===== config.mk =====
export PLATFORM = sky130hd
export DESIGN_NAME = bus_master_ctrl_flat
export DESIGN_NICKNAME = d
export VERILOG_FILES = /design/src/rtl/master_bus_pkg.sv /design/src/rtl/bus_master_ctrl_if.sv /design/src/rtl/bus_timeout_cnt.sv /design/src/rtl/bus_master_ctrl.sv /design/src/flat_wrapper.sv
export SDC_FILE = /design/constraint.sdc
export NUM_CORES = 1
export LEC_CHECK = 0
export ABC_AREA = 1
export BUFFER_PORTS_ARGS = -buffer_cell sky130_fd_sc_hd__buf_2
export CORE_MARGIN = 3
export CORE_UTILIZATION = 56
export CTS_BUF_LIST = sky130_fd_sc_hd__clkbuf_2
export CTS_CLUSTER_DIAMETER = 100
export DETAILED_ROUTE_END_ITERATION = 8
export MAX_ROUTING_LAYER = met4
export PLACE_DENSITY = 0.85
export SLEW_MARGIN = 15
export SYNTH_ARGS = -nofsm -noshare
export SYNTH_HDL_FRONTEND = slang
export SYNTH_HIERARCHICAL = 1
export SYNTH_SLANG_ARGS = --single-unit

===== constraint.sdc =====
create_clock -name clk -period 2.8 [get_ports clk]
set_input_delay 0.56 -clock clk [delete_from_list [all_inputs] [get_ports clk]]
set_output_delay 0.56 -clock clk [all_outputs]
set_load 0.02 [all_outputs]

===== src/rtl/master_bus_pkg.sv =====
// Shared types for the bus master controller: FSM states, datapath bank encodings,
// select width and the per-state control decode used to register the outputs.
package master_bus_pkg;

  localparam int SEL_W = 2;

  localparam logic RW_CAPTURE = 1'b0;
  localparam logic RW_HOLD    = 1'b1;
  localparam logic RWA_OFF    = 1'b0;
  localparam logic RWA_DRIVE  = 1'b1;

  typedef enum logic [2:0] {
    S_IDLE,
    S_ADDR,
    S_WAIT,
    S_CAPT,
    S_DONE
  } state_t;

  typedef struct packed {
    logic             cmd_ready;
    logic [SEL_W-1:0] sr;
    logic [SEL_W-1:0] dr;
    logic [SEL_W-1:0] srA;
    logic             rw;
    logic             rwA;
    logic             bus_req;
    logic             bus_we;
    logic             done;
    logic             busy;
  } ctl_t;

  // Control outputs seen while sitting in state s; selects stay 0 unless in use.
  function automatic ctl_t ctl_decode(state_t s, logic wr, logic [SEL_W-1:0] dreg,
                                      logic [SEL_W-1:0] areg);
    ctl_t c;
    c.cmd_ready = 1'b0;
    c.sr        = '0;
    c.dr        = '0;
    c.srA       = '0;
    c.rw        = RW_HOLD;
    c.rwA       = RWA_OFF;
    c.bus_req   = 1'b0;
    c.bus_we    = 1'b0;
    c.done      = 1'b0;
    c.busy      = 1'b1;
    case (s)
      S_IDLE: begin
        c.cmd_ready = 1'b1;
        c.busy      = 1'b0;
      end
      S_ADDR, S_WAIT: begin
        c.srA     = areg;
        c.rwA     = RWA_DRIVE;
        c.bus_req = 1'b1;
        c.bus_we  = wr;
        if (s == S_WAIT && wr) c.sr = dreg;
      end
      S_CAPT: begin
        c.srA     = areg;
        c.rwA     = RWA_DRIVE;
        c.bus_req = 1'b1;
        c.dr      = dreg;
        c.rw      = RW_CAPTURE;
      end
      S_DONE: c.done = 1'b1;
      default: c.busy = 1'b1;
    endcase
    return c;
  endfunction

endpackage


===== src/rtl/bus_master_ctrl_if.sv =====
// Command, slave and datapath-control bundle of the bus master controller.
interface bus_master_ctrl_if;
  import master_bus_pkg::*;

  logic             cmd_valid;
  logic             cmd_ready;
  logic             cmd_write;
  logic [SEL_W-1:0] cmd_dreg;
  logic [SEL_W-1:0] cmd_areg;
  logic             slv_ack;
  logic [SEL_W-1:0] sr;
  logic [SEL_W-1:0] dr;
  logic [SEL_W-1:0] srA;
  logic             rw;
  logic             rwA;
  logic             bus_req;
  logic             bus_we;
  logic             done;
  logic             err;
  logic             busy;

  modport master (
    input  cmd_valid, cmd_write, cmd_dreg, cmd_areg, slv_ack,
    output cmd_ready, sr, dr, srA, rw, rwA, bus_req, bus_we, done, err, busy
  );

  modport slave (
    output cmd_valid, cmd_write, cmd_dreg, cmd_areg, slv_ack,
    input  cmd_ready, sr, dr, srA, rw, rwA, bus_req, bus_we, done, err, busy
  );
endinterface


===== src/rtl/bus_timeout_cnt.sv =====
// WAIT-cycle counter; o_expired is high during the TIMEOUT_CYCLES-th enabled cycle.
module bus_timeout_cnt #(
  parameter int TIMEOUT_CYCLES = 16
) (
  input  logic clk,
  input  logic rst,
  input  logic i_clear,
  input  logic i_enable,
  output logic o_expired
);
  localparam logic [7:0] LAST = 8'(TIMEOUT_CYCLES - 1);

  logic [7:0] r_cnt;

  assign o_expired = i_enable && (r_cnt == LAST);

  always_ff @(posedge clk or posedge rst) begin
    if (rst)                        r_cnt <= '0;
    else if (i_clear)               r_cnt <= '0;
    else if (i_enable && !o_expired) r_cnt <= r_cnt + 8'd1;
  end
endmodule


===== src/rtl/bus_master_ctrl.sv =====
// Bus master controller: one command per IDLE visit, ADDR->WAIT->(CAPT)->DONE.
// Optional WAIT timeout with error flag when BUS_MASTER_CTRL_TIMEOUT_EN is defined.
module bus_master_ctrl
  import master_bus_pkg::*;
#(
  parameter int TIMEOUT_CYCLES = 16
) (
  input  logic               clk,
  input  logic               rst,
  bus_master_ctrl_if.master  bus
);
  state_t           r_state, w_nxt;
  logic             r_write;
  logic [SEL_W-1:0] r_dreg, r_areg;
  ctl_t             r_ctl;
  logic             w_hs, w_in_wait, w_expired;

  assign w_hs      = bus.cmd_valid & r_ctl.cmd_ready;
  assign w_in_wait = (r_state == S_WAIT);

`ifdef BUS_MASTER_CTRL_TIMEOUT_EN
  logic r_err;

  bus_timeout_cnt #(.TIMEOUT_CYCLES(TIMEOUT_CYCLES)) u_tmo (
    .clk       (clk),
    .rst       (rst),
    .i_clear   (!w_in_wait),
    .i_enable  (w_in_wait),
    .o_expired (w_expired)
  );

  // Error holds across IDLE so software can read it; the next handshake clears it.
  always_ff @(posedge clk or posedge rst) begin
    if (rst)                                          r_err <= 1'b0;
    else if (w_hs)                                    r_err <= 1'b0;
    else if (w_in_wait && !bus.slv_ack && w_expired) r_err <= 1'b1;
  end

  assign bus.err = r_err;
`else
  assign w_expired = 1'b0;
  assign bus.err   = 1'b0;
`endif

  // Ack outranks an expiry landing on the same cycle.
  always_comb begin
    w_nxt = r_state;
    case (r_state)
      S_IDLE: if (w_hs) w_nxt = S_ADDR;
      S_ADDR: w_nxt = S_WAIT;
      S_WAIT: begin
        if (bus.slv_ack)    w_nxt = r_write ? S_DONE : S_CAPT;
        else if (w_expired) w_nxt = S_DONE;
      end
      S_CAPT: w_nxt = S_DONE;
      S_DONE: w_nxt = S_IDLE;
      default: w_nxt = S_IDLE;
    endcase
  end

  always_ff @(posedge clk or posedge rst) begin
    if (rst) begin
      r_state <= S_IDLE;
      r_write <= 1'b0;
      r_dreg  <= '0;
      r_areg  <= '0;
      r_ctl   <= ctl_decode(S_IDLE, 1'b0, '0, '0);
    end else begin
      r_state <= w_nxt;
      if (w_hs) begin
        r_write <= bus.cmd_write;
        r_dreg  <= bus.cmd_dreg;
        r_areg  <= bus.cmd_areg;
      end
      r_ctl <= ctl_decode(w_nxt,
                          w_hs ? bus.cmd_write : r_write,
                          w_hs ? bus.cmd_dreg  : r_dreg,
                          w_hs ? bus.cmd_areg  : r_areg);
    end
  end

  assign bus.cmd_ready = r_ctl.cmd_ready;
  assign bus.sr        = r_ctl.sr;
  assign bus.dr        = r_ctl.dr;
  assign bus.srA       = r_ctl.srA;
  assign bus.rw        = r_ctl.rw;
  assign bus.rwA       = r_ctl.rwA;
  assign bus.bus_req   = r_ctl.bus_req;
  assign bus.bus_we    = r_ctl.bus_we;
  assign bus.done      = r_ctl.done;
  assign bus.busy      = r_ctl.busy;
endmodule


===== src/flat_wrapper.sv =====
// flat-port wrapper written by rule: the top's interface ports become plain ports
module bus_master_ctrl_flat import master_bus_pkg::*;
#(
  parameter int TIMEOUT_CYCLES = 16
)
  (clk, rst, bus_cmd_valid, bus_cmd_write, bus_cmd_dreg, bus_cmd_areg, bus_slv_ack, bus_cmd_ready, bus_sr, bus_dr, bus_srA, bus_rw, bus_rwA, bus_bus_req, bus_bus_we, bus_done, bus_err, bus_busy);
  bus_master_ctrl_if bus_i ();
  input  logic clk;
  input  logic rst;
  input wire logic [$bits(bus_i.cmd_valid)-1:0] bus_cmd_valid;
  input wire logic [$bits(bus_i.cmd_write)-1:0] bus_cmd_write;
  input wire logic [$bits(bus_i.cmd_dreg)-1:0] bus_cmd_dreg;
  input wire logic [$bits(bus_i.cmd_areg)-1:0] bus_cmd_areg;
  input wire logic [$bits(bus_i.slv_ack)-1:0] bus_slv_ack;
  output wire logic [$bits(bus_i.cmd_ready)-1:0] bus_cmd_ready;
  output wire logic [$bits(bus_i.sr)-1:0] bus_sr;
  output wire logic [$bits(bus_i.dr)-1:0] bus_dr;
  output wire logic [$bits(bus_i.srA)-1:0] bus_srA;
  output wire logic [$bits(bus_i.rw)-1:0] bus_rw;
  output wire logic [$bits(bus_i.rwA)-1:0] bus_rwA;
  output wire logic [$bits(bus_i.bus_req)-1:0] bus_bus_req;
  output wire logic [$bits(bus_i.bus_we)-1:0] bus_bus_we;
  output wire logic [$bits(bus_i.done)-1:0] bus_done;
  output wire logic [$bits(bus_i.err)-1:0] bus_err;
  output wire logic [$bits(bus_i.busy)-1:0] bus_busy;
  assign bus_i.cmd_valid = bus_cmd_valid;
  assign bus_i.cmd_write = bus_cmd_write;
  assign bus_i.cmd_dreg = bus_cmd_dreg;
  assign bus_i.cmd_areg = bus_cmd_areg;
  assign bus_i.slv_ack = bus_slv_ack;
  assign bus_cmd_ready = bus_i.cmd_ready;
  assign bus_sr = bus_i.sr;
  assign bus_dr = bus_i.dr;
  assign bus_srA = bus_i.srA;
  assign bus_rw = bus_i.rw;
  assign bus_rwA = bus_i.rwA;
  assign bus_bus_req = bus_i.bus_req;
  assign bus_bus_we = bus_i.bus_we;
  assign bus_done = bus_i.done;
  assign bus_err = bus_i.err;
  assign bus_busy = bus_i.busy;
  bus_master_ctrl #(.TIMEOUT_CYCLES(TIMEOUT_CYCLES)) u_core (.clk(clk), .rst(rst), .bus(bus_i));
endmodule

==> flow_metrics.py, run 1 <==
metrics = {
    "power_and_ir_drop": {
        "peakVddDrop_uv": 774.9,
        "power_uw": 1183,
        "clkPwrFrac": 0.177,
        "power_switching_uw": 484.3,
        "swShare": 0.4093,
        "sequentialPowerShare": 0.379,
        "pwr-share-comb": 0.444,
        "power_density_nw_per_um2": 1235,
        "power.static_leakage_uw": 0.0005421,
        "internal-power_uw": 698.9,
    },
    "drt": {
        "drt.antenna.violating_nets": 0,
        "num_vias": 571,
        "drc_errors": 0,
        "routed_wl_um": 1355,
        "dr.pass1.iters": 4,
        "drt_iter0_markers": 18,
        "vias_per_cell": 5.009,
        "wl_per_cell_um": 11.89,
    },
    "critical_path": {
        "max_stage_delay_ps": 560,
        "crit_buf_inv": 1,
        "critPathSlowestCell": "dfstp_2",
        "cp-end-kind": "output pin",
        "rr_worst_depth": 6,
        "cp_max_fo": 2,
        "crit_arrival_ps": 1020,
        "path_class": "reg2out",
        "path_delay_family": "flip-flops",
        "path_depth": 1,
        "start_kind": "register",
        "path_cells": "buf_2",
        "worstPathRequired_ps": 2240,
    },
    "synth": {
        "syn_area_per_cell_um2": 10.55,
        "synth_fa_ha_area_frac": 0,
        "syn_inst": 77,
        "synth_top_family_by_area": "simple AND/OR/NAND/NOR gates",
        "syn_area_um2": 812.0,
        "synth_fp_nets": 86,
        "synth.distinct_cells": 20,
        "synth-seq-cells": 20,
        "synth_mux_area_frac": 0,
        "synthXorXnorAreaFrac": 0,
        "synth_simple_gate_area_frac": 0.1988,
        "synth_compound_area_frac": 0.07550,
        "ys_seq_area_frac": 0.6194,
        "yosys_warnings": 6,
    },
    "grt": {
        "grt_pass1_vias": 529,
        "globalRouteOverflowTotal": 0,
        "grt_max_degree": 21,
        "antenna_found_initial": 0,
        "gr-usage-all-layers": 0.1621,
        "grt_pass1_wl_um": 2201,
    },
    "clocking": {
        "postCtsSetupBuffers": 0,
        "h-tree-depth": 1,
        "cts_buffer_depth": 2,
        "root_buffer": "clkbuf_2",
        "clock_sinks": 20,
        "clk_pin_slew_worst_paths_ps": 190,
        "clock_latency_ps": 310,
        "cts_tree": "built",
        "cts_buffers": 3,
        "ctsResizeCount": 0,
        "cts_hold_buf": 0,
    },
    "placed_design": {
        "dp_hpwl_um": 1023,
        "gp_congestion": 0.7895,
        "port_buffers": 21,
        "placed_cells": 110,
        "place_area_um2": 913.4,
    },
    "timing": {
        "rsz0062_at_grt": "no",
        "fin_crit_ps": 1576,
        "drv_slew": 0,
        "fin_worst_skew_ps": 10.53,
        "max_slew_margin": 0.5297,
        "setup_tns_ps": 0,
        "hold_violations": 0,
        "max_freq_mhz": 634.7,
        "tightest_slew_ps": 704.6,
        "setup_viol": 0,
        "fin_crit_sh": 0.5627,
    },
    "cells_and_area": {
        "layout_common_cells": "21 x buf_2, 18 x dfrtp_1, 13 x inv_1",
        "finalNetCount": 109,
        "areaGrowthSynthToFinish_pct": 18.03,
        "multi_input_area_um2": 226.5,
        "finalInstanceArea_um2": 958.4,
        "drive_gt1_frac": 0.4444,
        "antenna_cells": 0,
        "fill_cells": 91,
        "final_common_cell": "buf_2",
        "regArea_um2": 503.0,
        "stdcell_count": 114,
    },
    "floorplan": {
        "ios": 23,
        "die-area_um2": 1943,
        "core_um2": 1334,
        "initial_core_util": 0.6088,
        "die_height_um": 44.08,
        "die_w_um": 44.08,
        "rows": 13,
    },
    "job": {
        "drv_cap": 0,
    },
    "outcome": {
        "status": "finished, final reports clean",
    },
    "worst_hold_path": {
        "holdCritPathClass": "in2async",
    },
}
registers in the layout (all words and copies together) (netlist names):
signal and flops:
u_core/bus.rw 1, u_core/r_write 1, u_core/bus.done 1, u_core/bus.srA 2
u_core/bus.dr 2, u_core/bus.sr 2, u_core/bus.bus_we 1, u_core/r_state 3
u_core/bus.cmd_ready 1, u_core/bus.bus_req 1, u_core/bus.busy 1, u_core/r_dreg 2
u_core/r_areg 2
through the flow:
| step | hold slack (ps) | setup WS [ps] | utilization |
|---|---|---|---|
| after floorplan | 522.3 | 1540 | - |
| after global placement | 583.0 | 1242 | 0.6848 |
| after detailed placement | 597.3 | 1184 | 0.6848 |
| after CTS | 341.3 | 1211 | 0.7186 |
| after global routing | 352.6 | 1176 | 0.7186 |
| final | 321.2 | 1225 | 0.7186 |
power groups by stage:
| stage | Sequential, µW | Clock [µW] | Combinational [µW] |
|---|---|---|---|
| detailed placement | 457 | 0 | 522 |
| global route | 460 | 226 | 572 |
| global placement | 453 | 0 | 507 |
| CTS | 450 | 212 | 529 |
| floorplan | 538 | 0 | 323 |
| finish | 449 | 209 | 525 |
cell families after synthesis:
| logic type | count (synthesis) |
|---|---|
| simple gates | 29 |
| compound gates | 8 |
| other cells | 1 |
| buf+inv | 19 |
| flops | 20 |
synthesized netlist by cell type (all sizes together):
master   n  area (µm²)
nand3    1       5.000
o21ai    7       50.05
buf      3       22.52
nor3     3       25.02
inv     16       60.06
conb     1       3.750
o21bai   1       11.26
nand2   14       80.08
dfstp    2       52.55
dfrtp   18       450.4
nor2    11       51.30
metal layers:
layer | share of wire | track usage | wire [µm]
met1 | 0.41 | 0.1962 | 555
met2 | 0.53 | 0.2674 | 712
met3 | 0.053 | 0.02439 | 72
met4 | 0.011 | 0.07229 | 15
met5 | 0 | - | 0
final timing paths:
check	from	endpoint	slack, ps
max	u_core/bus.cmd_ready$_DFF_PP1_	bus_cmd_ready	1220
min	rst	u_core/bus.srA[0]$_DFF_PP0_	320
max reg2reg	u_core/bus.cmd_ready$_DFF_PP1_	u_core/bus.srA[1]$_DFF_PP0_	1400
min reg2reg	u_core/r_state[2]$_DFF_PP0_	u_core/bus.done$_DFF_PP0_	620
max in group asynchronous	rst	u_core/bus.busy$_DFF_PP0_	2030
min in group clk	bus_cmd_write	u_core/r_write$_DFF_PP0_	500
layout make-up:
type                    count  share of cell area
flip-flops and latches     20              0.5248
multi-input cells          38              0.2363
repair buffers             21              0.1097
inverters                  16             0.06266
clock inverters             1             0.03133
well taps                  15             0.01958
clock buffers               3             0.01567
No activity file was read; power rests on OpenSTA's default activity.
==> inputs of run 2 (changes only) <==
- ABC_AREA: 1 -> 0
- CORE_UTILIZATION: 56 -> 47
- PLACE_DENSITY: 0.85 -> 0.76
- clock period: 2.8 -> 1.4 ns (I/O delays scaled with it)
==> run 2 against run 1 <==
Combinational power rose by 80%. Die area up 15%. First-iteration DRC count is 39% lower. Clock-buffer cell count unchanged. Power is 75% higher. Clock power rose by 5%. Clock skew fell by 10 ps. Non-clock buffer count is 7 higher. Worst hold slack got worse by 120 ps. Final area grew 2.1%. Largest cell class unchanged.
==> flow_metrics.py, run 2 <==
metrics = {
    "outcome": {
        "status": "finished, final reports clean",
    },
    "synth": {
        "syn_inst": 64,
        "synth_mux_area_frac": 0.03918,
        "synth_top_flop_cell": "dfrtp_1",
        "synth.distinct_cells": 27,
        "synth-seq-cells": 20,
        "synthXorXnorAreaFrac": 0,
        "syn_area_um2": 798.3,
        "synth_top_area_share": 0.5643,
        "synth_top_family_by_area": "simple AND/OR/NAND/NOR gates",
        "yosys_warnings": 6,
        "synth_compound_area_frac": 0.09875,
        "synth_edf_count": 0,
        "yosysTopAreaCell": "dfrtp_1",
        "yosysMostFrequentCell": "dfrtp_1",
        "async_flop_share": 1.000,
        "synthTopCellsByArea": "dfrtp_1 56%, dfstp_2 6.6%, mux2i_1 2.5%",
        "netlist_top_cells_count": "18 x dfrtp_1, 5 x nor2_1, 3 x a21oi_1, 3 x inv_1, 3 x nor2b_1",
        "synth_fa_ha_area_frac": 0,
        "synth_simple_gate_area_frac": 0.1834,
        "syn_area_per_cell_um2": 12.47,
        "ys_seq_area_frac": 0.6301,
        "synth_fp_nets": 73,
    },
    "timing": {
        "setup_tns_ps": 0,
        "timing.final.ws_setup_ps": 48.86,
        "whs_ps": 203.6,
        "max_freq_mhz": 740.1,
        "rsz0062_at_grt": "yes",
        "setup_viol": 0,
        "fin_worst_skew_ps": 0.4459,
        "drv_slew": 0,
        "fin_crit_ps": 1351,
        "hold_violations": 0,
        "fin_crit_sh": 0.9651,
    },
    "critical_path": {
        "start_kind": "register",
        "r2r_slack_ps": 50,
        "cp-end-kind": "register",
        "cp-startpoint": "u_core/bus.cmd_ready$_DFF_PP1_",
        "reg2reg_from": "u_core/bus.cmd_ready$_DFF_PP1_",
        "cp_max_fo": 4,
        "worstPathRequired_ps": 1620,
        "crit_arrival_ps": 1570,
        "path_class": "reg2reg",
    },
    "clocking": {
        "clock_sinks": 20,
        "root_buffer": "clkbuf_2",
        "cts_buffer_depth": 2,
        "cts_buffers": 3,
        "clk_pin_slew_worst_paths_ps": 170,
        "h-tree-depth": 1,
        "cts_tree": "built",
        "clock_latency_ps": 300,
    },
    "drt": {
        "vias_per_cell": 5.194,
        "drt_iter0_markers": 11,
        "wl_per_cell_um": 12.94,
        "num_vias": 561,
        "dr.pass1.iters": 4,
        "drc_errors": 0,
        "drt.antenna.violating_nets": 0,
        "routed_wl_um": 1398,
    },
    "placed_design": {
        "port_buffers": 21,
        "gp_congestion": 0.8429,
        "dp_hpwl_um": 1017,
        "placed_cells": 103,
        "dp_slack_ps": 34.25,
    },
    "cells_and_area": {
        "largest_register": "u_core/r_state",
        "fill_cells": 138,
        "areaGrowthSynthToFinish_pct": 22.57,
        "layout_common_cells": "21 x buf_2, 18 x dfrtp_1, 6 x buf_4",
        "drive_gt1_frac": 0.4022,
        "antenna_cells": 0,
        "finalNetCount": 103,
        "stdcell_count": 108,
        "largest_reg_flops": 3,
        "final_common_cell": "buf_2",
    },
    "power_and_ir_drop": {
        "power_uw": 2070,
        "power.static_leakage_uw": 0.0005112,
        "power_density_nw_per_um2": 2116,
        "peakVddDrop_uv": 1202,
    },
    "worst_hold_path": {
        "holdCritPathClass": "in2reg",
        "worstHoldStart": "bus_cmd_areg[1]",
    },
    "floorplan": {
        "ios": 23,
        "initial_core_util": 0.5120,
        "rows": 14,
        "core_um2": 1559,
        "die_w_um": 47.21,
        "die-area_um2": 2229,
        "die_height_um": 47.21,
    },
    "job": {
        "drv_cap": 0,
    },
    "grt": {
        "antenna_found_initial": 0,
        "grt_pass1_vias": 525,
        "gr-usage-all-layers": 0.1627,
        "grt_max_degree": 21,
        "grt_pass1_wl_um": 2304,
        "globalRouteOverflowTotal": 0,
    },
}
==> run 2: repair_timing <==
action	4_1_cts	5_1_grt
setup buffers	1	0
pin swaps	0	1
hold endpoints to repair	18	0
resized for setup	0	1
endpoints found under the setup margin	1	4
hold buffers	1	0
==> run 2: power breakdown <==
group / internal, µW / total, µW / leakage [µW] / switching (µW)
Combinational: 400 / 944 / 0.000245 / 545
Sequential: 798 / 907 / 0.000254 / 109
Clock: 58.4 / 219 / 0.0000125 / 160
Total: 1260 / 2070 / 0.000511 / 814
==> run 2: area by class of cell <==
| class | count | area [µm²] | share of cell area |
|---|---|---|---|
| clock buffers | 3 | 15.01 | 0.01535 |
| inverters | 4 | 15.01 | 0.01535 |
| multi-input cells | 37 | 265.3 | 0.2711 |
| flip-flops and latches | 20 | 503.0 | 0.5141 |
| well taps | 16 | 20.02 | 0.02046 |
| repair buffers | 28 | 160.2 | 0.1637 |
==> run 2: through the flow <==
step	cell area, µm²	util
2_1_floorplan	798.3	-
3_3_place_gp	940.9	0.6035
3_5_place_dp	940.9	0.6035
4_1_cts	973.4	0.6244
5_1_grt	978.4	0.6276
6_report	978.4	0.6276
==> run 2: metal layers <==
metal	track usage	routed length, µm
met4	0.1326	47
met5	-	0
met2	0.2358	651
met1	0.1914	640
met3	0.03448	57
==> run 2: worst max-delay path: stages (launching register included) <==
cell and delay, ps:
dfstp_2 590, nand2_2 90, mux2i_1 190, buf_4 170, nor4_1 220
==> run 2: cells by family (layout without fill, tap and decap cells) <==
| group | after synthesis | count (layout) |
|---|---|---|
| buffers and inverters | 7 | 35 |
| and+or+nand+nor | 23 | 23 |
| DFF | 20 | 20 |
| muxes | 3 | 3 |
| other | 1 | 1 |
| AOI/OAI and AO/OA | 10 | 10 |
==> run 2: worst paths after layout <==
path	endpoint	depth (start not counted)
worst max-delay path	u_core/bus.sr[0]$_DFF_PP0_	4
worst min-delay path	u_core/r_areg[1]$_DFF_PP0_	2
worst max register to register	u_core/bus.sr[0]$_DFF_PP0_	4
worst min register to register	u_core/r_areg[1]$_DFF_PP0_	1
max in group asynchronous	u_core/bus.cmd_ready$_DFF_PP1_	4
min in group asynchronous	u_core/bus.bus_req$_DFF_PP0_	4
==> inputs of run 3 (changes only) <==
- ABC_AREA: 0 -> 1
==> run 3 against run 2 <==
Sequential share of layout area is 1.3 points higher. Clock skew increased by 11 ps. Critical path depth is 3 lower. Clock power up 4%. Critical path type is now reg2out. Sequential cell count stayed put. Combinational power rose by 11%. First-iteration DRC count is 36% lower.
==> flow_metrics.py, run 3 (synthesis gave the netlist of run 1 again) <==
metrics = {
    "worst_hold_path": {
        "holdCritPathClass": "in2reg",
    },
    "critical_path": {
        "path_delay_family": "flip-flops",
        "crit_arrival_ps": 1040,
        "max_stage_delay_ps": 570,
        "critPathSlowestCell": "dfstp_2",
        "path_class": "reg2out",
        "worstPathRequired_ps": 1120,
        "cp-end-kind": "output pin",
        "start_kind": "register",
        "cp_max_fo": 2,
        "crit_buf_inv": 1,
        "path_cells": "buf_2",
    },
    "timing": {
        "max_freq_mhz": 759.5,
        "timing.final.ws_setup_ps": 83.28,
        "setup_viol": 0,
        "setup_tns_ps": 0,
        "fin_crit_sh": 0.9405,
        "drv_slew": 0,
        "fin_worst_skew_ps": 11.22,
        "rsz0062_at_grt": "no",
        "hold_violations": 0,
        "fin_crit_ps": 1317,
    },
    "cells_and_area": {
        "antenna_cells": 0,
        "largest_reg_flops": 3,
        "layout_common_cells": "21 x buf_2, 18 x dfrtp_1, 13 x inv_1",
        "largest_register": "u_core/r_state",
        "fin_util": 0.6116,
        "stdcell_count": 117,
        "final_common_cell": "buf_2",
        "drive_gt1_frac": 0.4455,
        "finalNetCount": 111,
        "areaGrowthSynthToFinish_pct": 17.41,
    },
    "outcome": {
        "status": "finished, final reports clean",
    },
    "clocking": {
        "clk_pin_slew_worst_paths_ps": 180,
        "root_buffer": "clkbuf_2",
        "h-tree-depth": 1,
        "cts_buffers": 3,
        "clock_latency_ps": 300,
        "postCtsSetupBuffers": 0,
        "cts_buffer_depth": 2,
        "clock_sinks": 20,
        "cts_tree": "built",
    },
    "power_and_ir_drop": {
        "power_density_nw_per_um2": 2285,
        "peakVddDrop_uv": 1209,
        "power.static_leakage_uw": 0.0005388,
    },
    "drt": {
        "drt.antenna.violating_nets": 0,
        "num_vias": 542,
        "vias_per_cell": 4.632,
        "drt_iter0_markers": 7,
        "drc_errors": 0,
        "routed_wl_um": 1388,
        "wl_per_cell_um": 11.86,
        "dr.pass1.iters": 4,
    },
    "grt": {
        "gr-usage-all-layers": 0.1401,
        "grt_max_degree": 21,
        "grt_pass1_vias": 498,
        "antenna_found_initial": 0,
        "globalRouteOverflowTotal": 0,
        "grt_pass1_wl_um": 2063,
    },
    "floorplan": {
        "core_um2": 1559,
        "die-area_um2": 2262,
        "die_height_um": 47.57,
        "ios": 23,
        "initial_core_util": 0.5209,
        "die_w_um": 47.57,
        "rows": 14,
    },
    "placed_design": {
        "dp_slack_ps": 23.52,
        "gp_congestion": 0.8164,
        "port_buffers": 21,
        "dp_hpwl_um": 1035,
        "placed_cells": 112,
    },
    "job": {
        "drv_cap": 0,
    },
}
## run 3: cell types whose count changed in the layout (fill, tap and decap cells not counted), sizes merged, moves of 3 or more
cell,before,now
o21ai,0,7
a21oi,4,0
inv,4,16
nor2b,3,0
nor2,5,11
buf,27,22
nand2,1,14
## run 3: repair_timing
action,CTS,global route
resized for setup,1,0
hold buffers,1,0
endpoints found under the setup margin,1,0
endpoints found under the hold margin,18,0
## run 3: final timing paths
kind / start / endpoint / slack, ps / cells after the start
setup reg to reg: u_core/bus.cmd_ready$_DFF_PP1_ / u_core/bus.busy$_DFF_PP0_ / 110 / 6
hold reg to reg: u_core/r_state[2]$_DFF_PP0_ / u_core/bus.done$_DFF_PP0_ / 630 / 3
min in group asynchronous: rst / u_core/bus.done$_DFF_PP0_ / 510 / 4
max in group asynchronous: rst / u_core/bus.rw$_DFF_PP1_ / 620 / 4
hold / removal: bus_cmd_write / u_core/r_write$_DFF_PP0_ / 240 / 3
setup / recovery: u_core/bus.cmd_ready$_DFF_PP1_ / bus_cmd_ready / 80 / 1
## run 3: where the power goes
part           internal [µW]  switching, µW
logic                    336            710
registers                821           83.0
clock network           62.1            166
## run 3: cell type report
type                    instances  area (µm²)
flip-flops and latches         20       503.0
clock inverters                 1       3.754
repair buffers                 23       122.6
fillers                       137       605.6
clock buffers                   3       15.01
multi-input cells              38       229.0
inverters                      16       60.06
well taps                      16       20.02
## run 3: layer usage
layer	track usage	share of wire	vias to the layer above
met4	0.08065	0.0094	0
met5	-	0	-
met2	0.2005	0.46	18
met3	0.03383	0.061	2
li1	-	-	275
met1	0.1797	0.47	247
## run 3: through the flow
stage	total power (µW)	hold slack [ps]	cell area [µm²]
6_report	2178	237.3	953.4
5_1_grt	2343	220.5	953.4
4_1_cts	2198	224.9	953.4
2_1_floorplan	1722	242.3	812.0
3_5_place_dp	1961	312.5	922.1
3_3_place_gp	1933	306.1	922.1
